`src/rtl/iocontroller_mc.sv`:
```
// -----------------------------------------------------------------------------
// iocontroller_mc
// Multi-channel syscall I/O controller. When the core executes SYSCALL (runio)
// the code in acc is decoded into HALT, LOAD(ch) or STORE(ch). LOAD/STORE run
// a 4-phase req/ack handshake on one of NCHAN peripheral channels and signal
// completion to the core with a one-cycle io_done pulse.
//
// Code map: 0 = HALT, 2k+1 = LOAD ch k, 2k+2 = STORE ch k (k < NCHAN),
// anything else is illegal (sets sticky io_err, completes as a no-op).
//
// Ports:
//   clock      in   1        clock
//   reset      in   1        asynchronous, active-low
//   runio      in   1        core is executing SYSCALL
//   acc        in   DATA_W   syscall code
//   io_ack     in   NCHAN    per-channel acknowledge
//   io_read    out  NCHAN    per-channel read request (one-hot or zero)
//   io_write   out  NCHAN    per-channel write request (one-hot or zero)
//   acc_write  out  1        load data valid, core writes acc this cycle
//   io_done    out  1        one-cycle completion pulse
//   halted     out  1        HALT syscall executed
//   io_err     out  1        sticky illegal-code / timeout flag
//
// Optional feature: define IOC_TIMEOUT_EN to abort a request that is not
// acknowledged within TMO_CYC cycles. Without it WAITACK waits forever.
// -----------------------------------------------------------------------------
module iocontroller_mc #(
  parameter int DATA_W  = 16,
  parameter int NCHAN   = 2,
  parameter int TMO_CYC = 255
) (
  input  logic              clock,
  input  logic              reset,
  input  logic              runio,
  input  logic [DATA_W-1:0] acc,
  input  logic [NCHAN-1:0]  io_ack,
  output logic [NCHAN-1:0]  io_read,
  output logic [NCHAN-1:0]  io_write,
  output logic              acc_write,
  output logic              io_done,
  output logic              halted,
  output logic              io_err
);

  localparam int CH_W = (NCHAN > 1) ? $clog2(NCHAN) : 1;

  typedef enum logic [1:0] {
    S_DECODE    = 2'd0,
    S_WAITACK   = 2'd1,
    S_WAITREADY = 2'd2,
    S_HALT      = 2'd3
  } state_t;

  state_t            state, next_state;
  logic [CH_W-1:0]   ch_q;
  logic              op_load_q;
  logic              halted_q;
  logic              err_q;
  logic              done_q;

  logic [DATA_W-1:0] acc_m1;
  logic [DATA_W-1:0] code_ch;
  logic              code_halt;
  logic              code_io;
  logic [CH_W-1:0]   dec_ch;
  logic [NCHAN-1:0]  dec_sel;
  logic [NCHAN-1:0]  ch_sel;
  logic              ack_hit;
  logic              start;

  logic [NCHAN-1:0]  read_c;
  logic [NCHAN-1:0]  write_c;
  logic              acc_write_c;
  logic              latch_req;
  logic              set_err;
  logic              set_halt;
  logic              set_done;

  // Channel index is (acc-1)>>1 over the full acc width, so any nonzero
  // upper bits push it out of range and the code is treated as illegal.
  assign acc_m1    = acc - DATA_W'(1);
  assign code_ch   = acc_m1 >> 1;
  assign code_halt = (acc == '0);
  assign code_io   = !code_halt && (code_ch < DATA_W'(NCHAN));
  assign dec_ch    = code_ch[CH_W-1:0];
  assign dec_sel   = NCHAN'(1) << dec_ch;
  assign ch_sel    = NCHAN'(1) << ch_q;

  // Only the latched channel's ack bit is looked at.
  assign ack_hit   = |(io_ack & ch_sel);

  // In the io_done cycle the core still holds runio for the syscall that
  // just finished; it must not be decoded a second time.
  assign start     = runio && !done_q;

`ifdef IOC_TIMEOUT_EN
  localparam int TMO_W = $clog2(TMO_CYC + 1);
  logic [TMO_W-1:0] tmo_cnt;
  logic             tmo_hit;

  assign tmo_hit = (tmo_cnt == TMO_W'(TMO_CYC - 1));

  always_ff @(posedge clock or negedge reset) begin
    if (!reset) begin
      tmo_cnt <= '0;
    end else if (state != S_WAITACK) begin
      tmo_cnt <= '0;
    end else begin
      tmo_cnt <= tmo_cnt + TMO_W'(1);
    end
  end
`endif

  always_comb begin
    next_state  = state;
    read_c      = '0;
    write_c     = '0;
    acc_write_c = 1'b0;
    latch_req   = 1'b0;
    set_err     = 1'b0;
    set_halt    = 1'b0;
    set_done    = 1'b0;
    case (state)
      S_DECODE: begin
        if (start) begin
          if (code_halt) begin
            set_halt   = 1'b1;
            next_state = S_HALT;
          end else if (code_io) begin
            // Zero-latency request straight from the decoder.
            if (acc[0]) read_c  = dec_sel;
            else        write_c = dec_sel;
            latch_req  = 1'b1;
            next_state = S_WAITACK;
          end else begin
            set_err  = 1'b1;
            set_done = 1'b1;
          end
        end
      end
      S_WAITACK: begin
        if (op_load_q) read_c  = ch_sel;
        else           write_c = ch_sel;
        if (ack_hit) begin
          acc_write_c = runio && op_load_q;
          set_done    = 1'b1;
          next_state  = S_WAITREADY;
        end
`ifdef IOC_TIMEOUT_EN
        else if (tmo_hit) begin
          set_err    = 1'b1;
          set_done   = 1'b1;
          next_state = S_DECODE;
        end
`endif
      end
      S_WAITREADY: begin
        if (!ack_hit) next_state = S_DECODE;
      end
      S_HALT: begin
        next_state = S_HALT;
      end
      default: begin
        next_state = S_DECODE;
      end
    endcase
  end

  always_ff @(posedge clock or negedge reset) begin
    if (!reset) begin
      state     <= S_DECODE;
      ch_q      <= '0;
      op_load_q <= 1'b0;
      halted_q  <= 1'b0;
      err_q     <= 1'b0;
      done_q    <= 1'b0;
    end else begin
      state  <= next_state;
      done_q <= set_done;
      if (latch_req) begin
        ch_q      <= dec_ch;
        op_load_q <= acc[0];
      end
      if (set_halt) halted_q <= 1'b1;
      if (set_err)  err_q    <= 1'b1;
    end
  end

  // The decode path is combinational from inputs, so it is masked while
  // reset is held to keep every request low during reset.
  assign io_read   = reset ? read_c  : '0;
  assign io_write  = reset ? write_c : '0;
  assign acc_write = reset && acc_write_c;
  assign io_done   = done_q;
  assign halted    = halted_q;
  assign io_err    = err_q;

endmodule
```
`config.mk`:
```
export PLATFORM = sky130hd
export DESIGN_NAME = iocontroller_mc
export DESIGN_NICKNAME = d
export VERILOG_FILES = /design/src/rtl/iocontroller_mc.sv
export SDC_FILE = /design/constraint.sdc
export NUM_CORES = 1
export LEC_CHECK = 0
export ABC_AREA = 1
export CAP_MARGIN = 20
export CORE_UTILIZATION = 40
export CTS_CLUSTER_SIZE = 40
export DETAILED_ROUTE_END_ITERATION = 10
export PLACE_DENSITY = 0.69
export SLEW_MARGIN = 20
export SYNTH_ARGS = -nofsm -noshare
export SYNTH_HDL_FRONTEND = slang
export SYNTH_SLANG_ARGS = --single-unit
```
`constraint.sdc`:
```
create_clock -name clock -period 1.8 [get_ports clock]
set_input_delay 0.27 -clock clock [delete_from_list [all_inputs] [get_ports clock]]
set_output_delay 0.27 -clock clock [all_outputs]
set_load 0.01 [all_outputs]
```
* Word level (Yosys, flattened, before mapping)
Index checks and enable logic that the tools add are counted.
** Storage, ports and cells
- Output and inout bits :: 8
- Word-level logic and storage cells :: 63
- Register bits after elaboration :: 7
** Operators by class
- Bitwise operators :: 1
- Shift operators :: 2
- Muxes and demuxes :: 35
- Reductions and logical operators :: 10
- Equal/unequal tests :: 7
- Add/sub/neg operators :: 1
- Order comparisons :: 1
** Operators with widths (number)
- $mux 2 :: 17
- $logic_not 16->1 :: 1
- $sub 16x1->16 const B :: 1
- $lt 15x2->1 const B :: 1
- $mux 1 :: 14
- $pmux 2 s2 :: 2
- $pmux 2 s4 :: 1
- $ne 2x2->1 const B :: 3
- $eq 2x2->1 const B :: 2
- $logic_and 1x1->1 :: 4
- $reduce_and 4->1 :: 1
- $shl 1x1->2 const A :: 2
- $ne 3x3->1 const B :: 1
- $and 2x2->2 :: 1
- $eq 2x1->1 const B :: 1
- $logic_not 1->1 :: 2
- $logic_not 2->1 :: 1
- $pmux 1 s2 :: 1
- $reduce_or 2->1 :: 1

* Depth between registers and ports, before layout
- Depth in word-level cells :: 8
- Mapped depth :: 15

* Worst setup path before layout
No wires, ideal clock.
- Path kind :: input to output
- From :: in acc[0]
- To :: out io_read[0]
- Stages on the path :: 10
- Path slack :: -20 ps
- Data required time :: 1530 ps
- Arrival time :: 1550 ps
- Path buffers :: 0
- Cell sequence :: inv_1 > ha_1 > nand2_4 > nor2_4 > nand3_1 > nand2_1 > nand3_1 > nor2_2 > nand4_1 > a21oi_1
** On the way
- Word-level cells in the longest chain between the ends :: 8
- Elaborated cells on any way between the ends :: 12
** RTL lines
- start: declaration :: line 35 : input logic [DATA_W-1:0] acc,
- $sub 16x1->16 or $logic_not 16->1 (tied branches) :: line 81, 83
- $lt 15x2->1 (tied with other cells) :: line 84 : assign code_io = !code_halt && (code_ch < DATA_W'(NCHAN));
- $logic_and 1x1->1 or $mux 2 (tied branches) :: line 84, 131
- $mux 2 :: line 129 : end else if (code_io) begin
- $mux 2 (*) :: line 126 : if (code_halt) begin
- $mux 2 (*) :: line 125 : if (start) begin
- $pmux 2 s2 (*) :: line 123 : case (state)
- $mux 2 (*) :: line 191 : assign io_read = reset ? read_c : '0;
- end: declaration :: line 37 : output logic [NCHAN-1:0] io_read,
Mark *: on every way between the ends. The rest lies on a longest branch, timed or not.

* Worst setup path in the final report
- From :: in acc[2]
- To :: out io_read[1]
** On the way
- Word-level cells in the longest chain between the ends :: 8
- Elaborated cells on any way between the ends :: 10
** RTL lines (line)
- $sub 16x1->16 or $logic_not 16->1 (tied branches) :: 81, 83
- $lt 15x2->1 or $logic_not 1->1 (tied branches) :: 84
- $logic_and 1x1->1 :: 84
- $mux 2 :: 129
- $mux 2 (*) :: 126
- $mux 2 (*) :: 125
- $pmux 2 s2 (*) :: 123
- $mux 2 (*) :: 191
Marks and branches as above.

==> results.md <==
| Result | Value | Unit |
| --- | --- | --- |
| Outcome | finished, violations left | - |
| Violations in the final reports | setup timing | - |
| Maximum number of pins on one net before global-route repair | 8 | - |
| Sequential fraction of the synthesis area | 0.176 | - |
| Average instance area after synthesis | 5.93 | µm² |
| Quantity of I/O buffers inserted on ports | 28 | - |
| DRC marker count from the first detailed-route iteration | 54 | - |
| Crit Reg-Reg Startpoint | state[0] | - |
| Worst EP required | 1.53 | ns |
| Effective utilization at floorplan | 0.438 | - |
| Number of iterations in the first detailed-routing pass | 4 | - |
| Most used cells in the layout excluding fill and tap cells | sky130_fd_sc_hd__nand2_1 (45), sky130_fd_sc_hd__buf_4 (45), sky130_fd_sc_hd__nor2_2 (14) | - |
| CTS tree | built | - |
| Global-route wire length before repair | 5460 | µm |
| Worst hold-check path type | input port to async pin | - |
| CTS Root Cell | sky130_fd_sc_hd__clkbuf_4 | - |
| Area of all placed cells without fillers | 1870 | µm² |
| Die area | 2690 | µm² |
| Internal cell power | 0.646 | mW |
| Antenna diode count | 0 | - |
| Clock Sink Count | 7 | - |
| Detailed-placement wirelength estimate | 2360 | µm |
| Achievable Freq | 490 | MHz |
| Fraction of power spent switching nets | 0.427 | - |
| Fin cells | 278 | - |
| Routed vias/inst | 5.43 | - |
| Type of the worst setup path | input port to output port | - |
| IO Pins | 29 | - |
| Net count of the mapped netlist | 198 | - |
| Final critical delay including setup and external delays | 2.04 | ns |
| Total DRC errors in the routed layout | 0 | - |
| Post-DP Area | 1590 | µm² |
| Launching element type of the critical path | input port | - |
| Fraction of layout instances using a drive strength above 1 | 0.528 | - |
| Syn. warnings | 0 | - |
| Maximum capacitance violations | 0 | - |
| Total Power Consumption | 1.13 | mW |
| Number of core rows | 17 | - |
| Crit path setup slack, layout | -0.240 | ns |
| Final Net Count | 281 | - |
| Net switching power figure | 0.481 | mW |
| Origin of the worst setup path | acc[2] | - |
| DP Cell Count | 261 | - |
| Global-route usage over all layers | 0.274 | - |
| Width of the die | 51.9 | µm |
| Final setup violation count | 10 | - |
| Fin. Hold Viols | 0 | - |
| Buffer depth of the longest clock path | 2 | - |
| Number of storage elements in the synthesis netlist | 7 | - |
| Number of antenna violations at the first check in global routing | 0 | - |
| Comb power frac | 0.670 | - |
| Die boundary height | 51.9 | µm |
| Number of instances in the synthesized netlist | 168 | - |
| Vias in the first global route | 1309 | - |
| Headroom to the max-slew limit | 0.782 | - |
| Post-Route Hold Slack | 0.362 | ns |
| Final wirelength | 4410 | µm |
| Maximum level of the CTS H-tree | 1 | - |
| Flop pwr share | 0.193 | - |
| Data arrival, critical path | 1.77 | ns |
| Period utilisation layout | 1.13 | - |
| Number of buffers added by the clock tree synthesis step | 3 | - |
| Setup TNS | -1.52 | ns |
| Final Wtd Congestion | 0.849 | - |
| Clock latency reported for the late side of the worst-skew pair | 0.27 | ns |
| Slew Viols, Final | 0 | - |
| Power density over the cells | 603 | nW/µm² |
| Dominant cells by area after synthesis | sky130_fd_sc_hd__nand2_1 (21%), sky130_fd_sc_hd__dfrtp_1 (18%), sky130_fd_sc_hd__ha_1 (11%), sky130_fd_sc_hd__nor2_1 (8.7%), sky130_fd_sc_hd__inv_1 (7.9%) | - |
| Critical path endpoint category | output port | - |
| Floorplan Core Area | 2280 | µm² |
| Synth Cell Area | 996 | µm² |
| Reg clk slew, reported paths | 0.06 | ns |
| Clock share of power | 0.136 | - |
| Number of nets with antenna violations after detailed routing | 0 | - |
| Leakage power | 0.933 | nW |
| Post-synth top area cell | sky130_fd_sc_hd__nand2_1 | - |
| Area share of the largest cell type after synthesis | 0.215 | - |
| Total via count after detailed routing | 1509 | - |
| Setup Skew | 0.00671 | ns |
| Final core utilization | 0.822 | - |
| Pre-CTS worst setup slack | -1.05 | ns |
| Number of distinct standard cells referenced by the synthesized netlist | 24 | - |
| Fillers | 155 | - |
| WL per Instance | 15.9 | µm |
| IR Drop Worst-Case VDD | 0.751 | mV |
| Total gr overflow | 0 | - |
| Transition at the pin with the smallest max-transition slack | 0.326 | ns |
| Unrepaired setup endpoints after global routing | true | - |
| Layout overhead on the synthesized area | 87.8 | % |
| Highest fanout seen on the critical path | 4 | - |
==> state kept, by name (all words and copies together), names as in the netlist <==
register	flops
op_load_q	1
ch_q	1
io_done	1
io_err	1
halted	1
state	2
==> critical path, stage by stage <==
cell and delay [ns]:
sky130_fd_sc_hd__buf_6 0.10, sky130_fd_sc_hd__buf_6 0.11, sky130_fd_sc_hd__nor2_4 0.13, sky130_fd_sc_hd__nand2_4 0.11, sky130_fd_sc_hd__o21ai_4 0.18, sky130_fd_sc_hd__nand3_2 0.13, sky130_fd_sc_hd__nor2_2 0.12, sky130_fd_sc_hd__nand2_2 0.07
sky130_fd_sc_hd__nor2_4 0.11, sky130_fd_sc_hd__nand4_1 0.10, sky130_fd_sc_hd__a21oi_1 0.18, sky130_fd_sc_hd__buf_2 0.16
==> layout make-up <==
| type | count | area [µm²] | area share |
|---|---|---|---|
| clock buffer | 4 | 26.3 | 0.0140 |
| inverter | 25 | 110 | 0.0589 |
| multi-input combinational | 136 | 902 | 0.482 |
| sequential | 7 | 175 | 0.0936 |
| tap | 28 | 35.0 | 0.0187 |
| timing repair buffer | 78 | 622 | 0.332 |
==> power by group through the flow <==
stage	sequential, mW	clock, mW	combinational [mW]
floorplan	0.229	0	0.286
global placement	0.215	0	0.600
detailed placement	0.217	0	0.616
CTS	0.214	0.153	0.677
global route	0.220	0.158	0.823
finish	0.218	0.154	0.756
==> final timing paths <==
path,to,slack (ns),depth (start not counted)
setup reg to reg,state[1],0.21,8
max in group asynchronous,ch_q,1.31,2
hold / removal,state[0],0.36,2
setup / recovery,io_read[1],-0.24,12
min in group clock,op_load_q,0.39,4
hold reg to reg,io_err,0.48,2
==> cells by family after synthesis <==
kind of cell,share of synthesized area
AO/OA/AOI/OAI,0.0741
adder cells (fa/ha/maj),0.113
buffers and inverters,0.0942
flip-flops,0.176
AND/OR/NAND/NOR,0.543
==> timing repair <==
action / CTS / global route
gates resized for setup: 97 / 40
setup endpoints to repair: 11 / 11
buffers inserted: 14 / 3
pin swaps: 33 / 29
hold buffers: 0 / 0
endpoints found under the hold margin: 0 / 0
==> synth_stat cells (all sizes together) <==
master,number
nand2,59
nor2,32
inv,25
nand3,13
ha,9
dfrtp,7
a21oi,5
nand4,5
nand3b,3
o21ai,3
o21bai,2
a31oi,1
and2,1
nor3,1
nor4,1
o311ai,1
==> metal layers <==
layer / vias to the layer above / track usage / part of all wire
li1: 695 / - / -
met5: - / 0 / 0
met1: 707 / 0.329 / 0.40
met4: 0 / 0.104 / 0.046
met2: 83 / 0.474 / 0.50
met3: 24 / 0.0556 / 0.056
(Power assumes the default switching activity.)
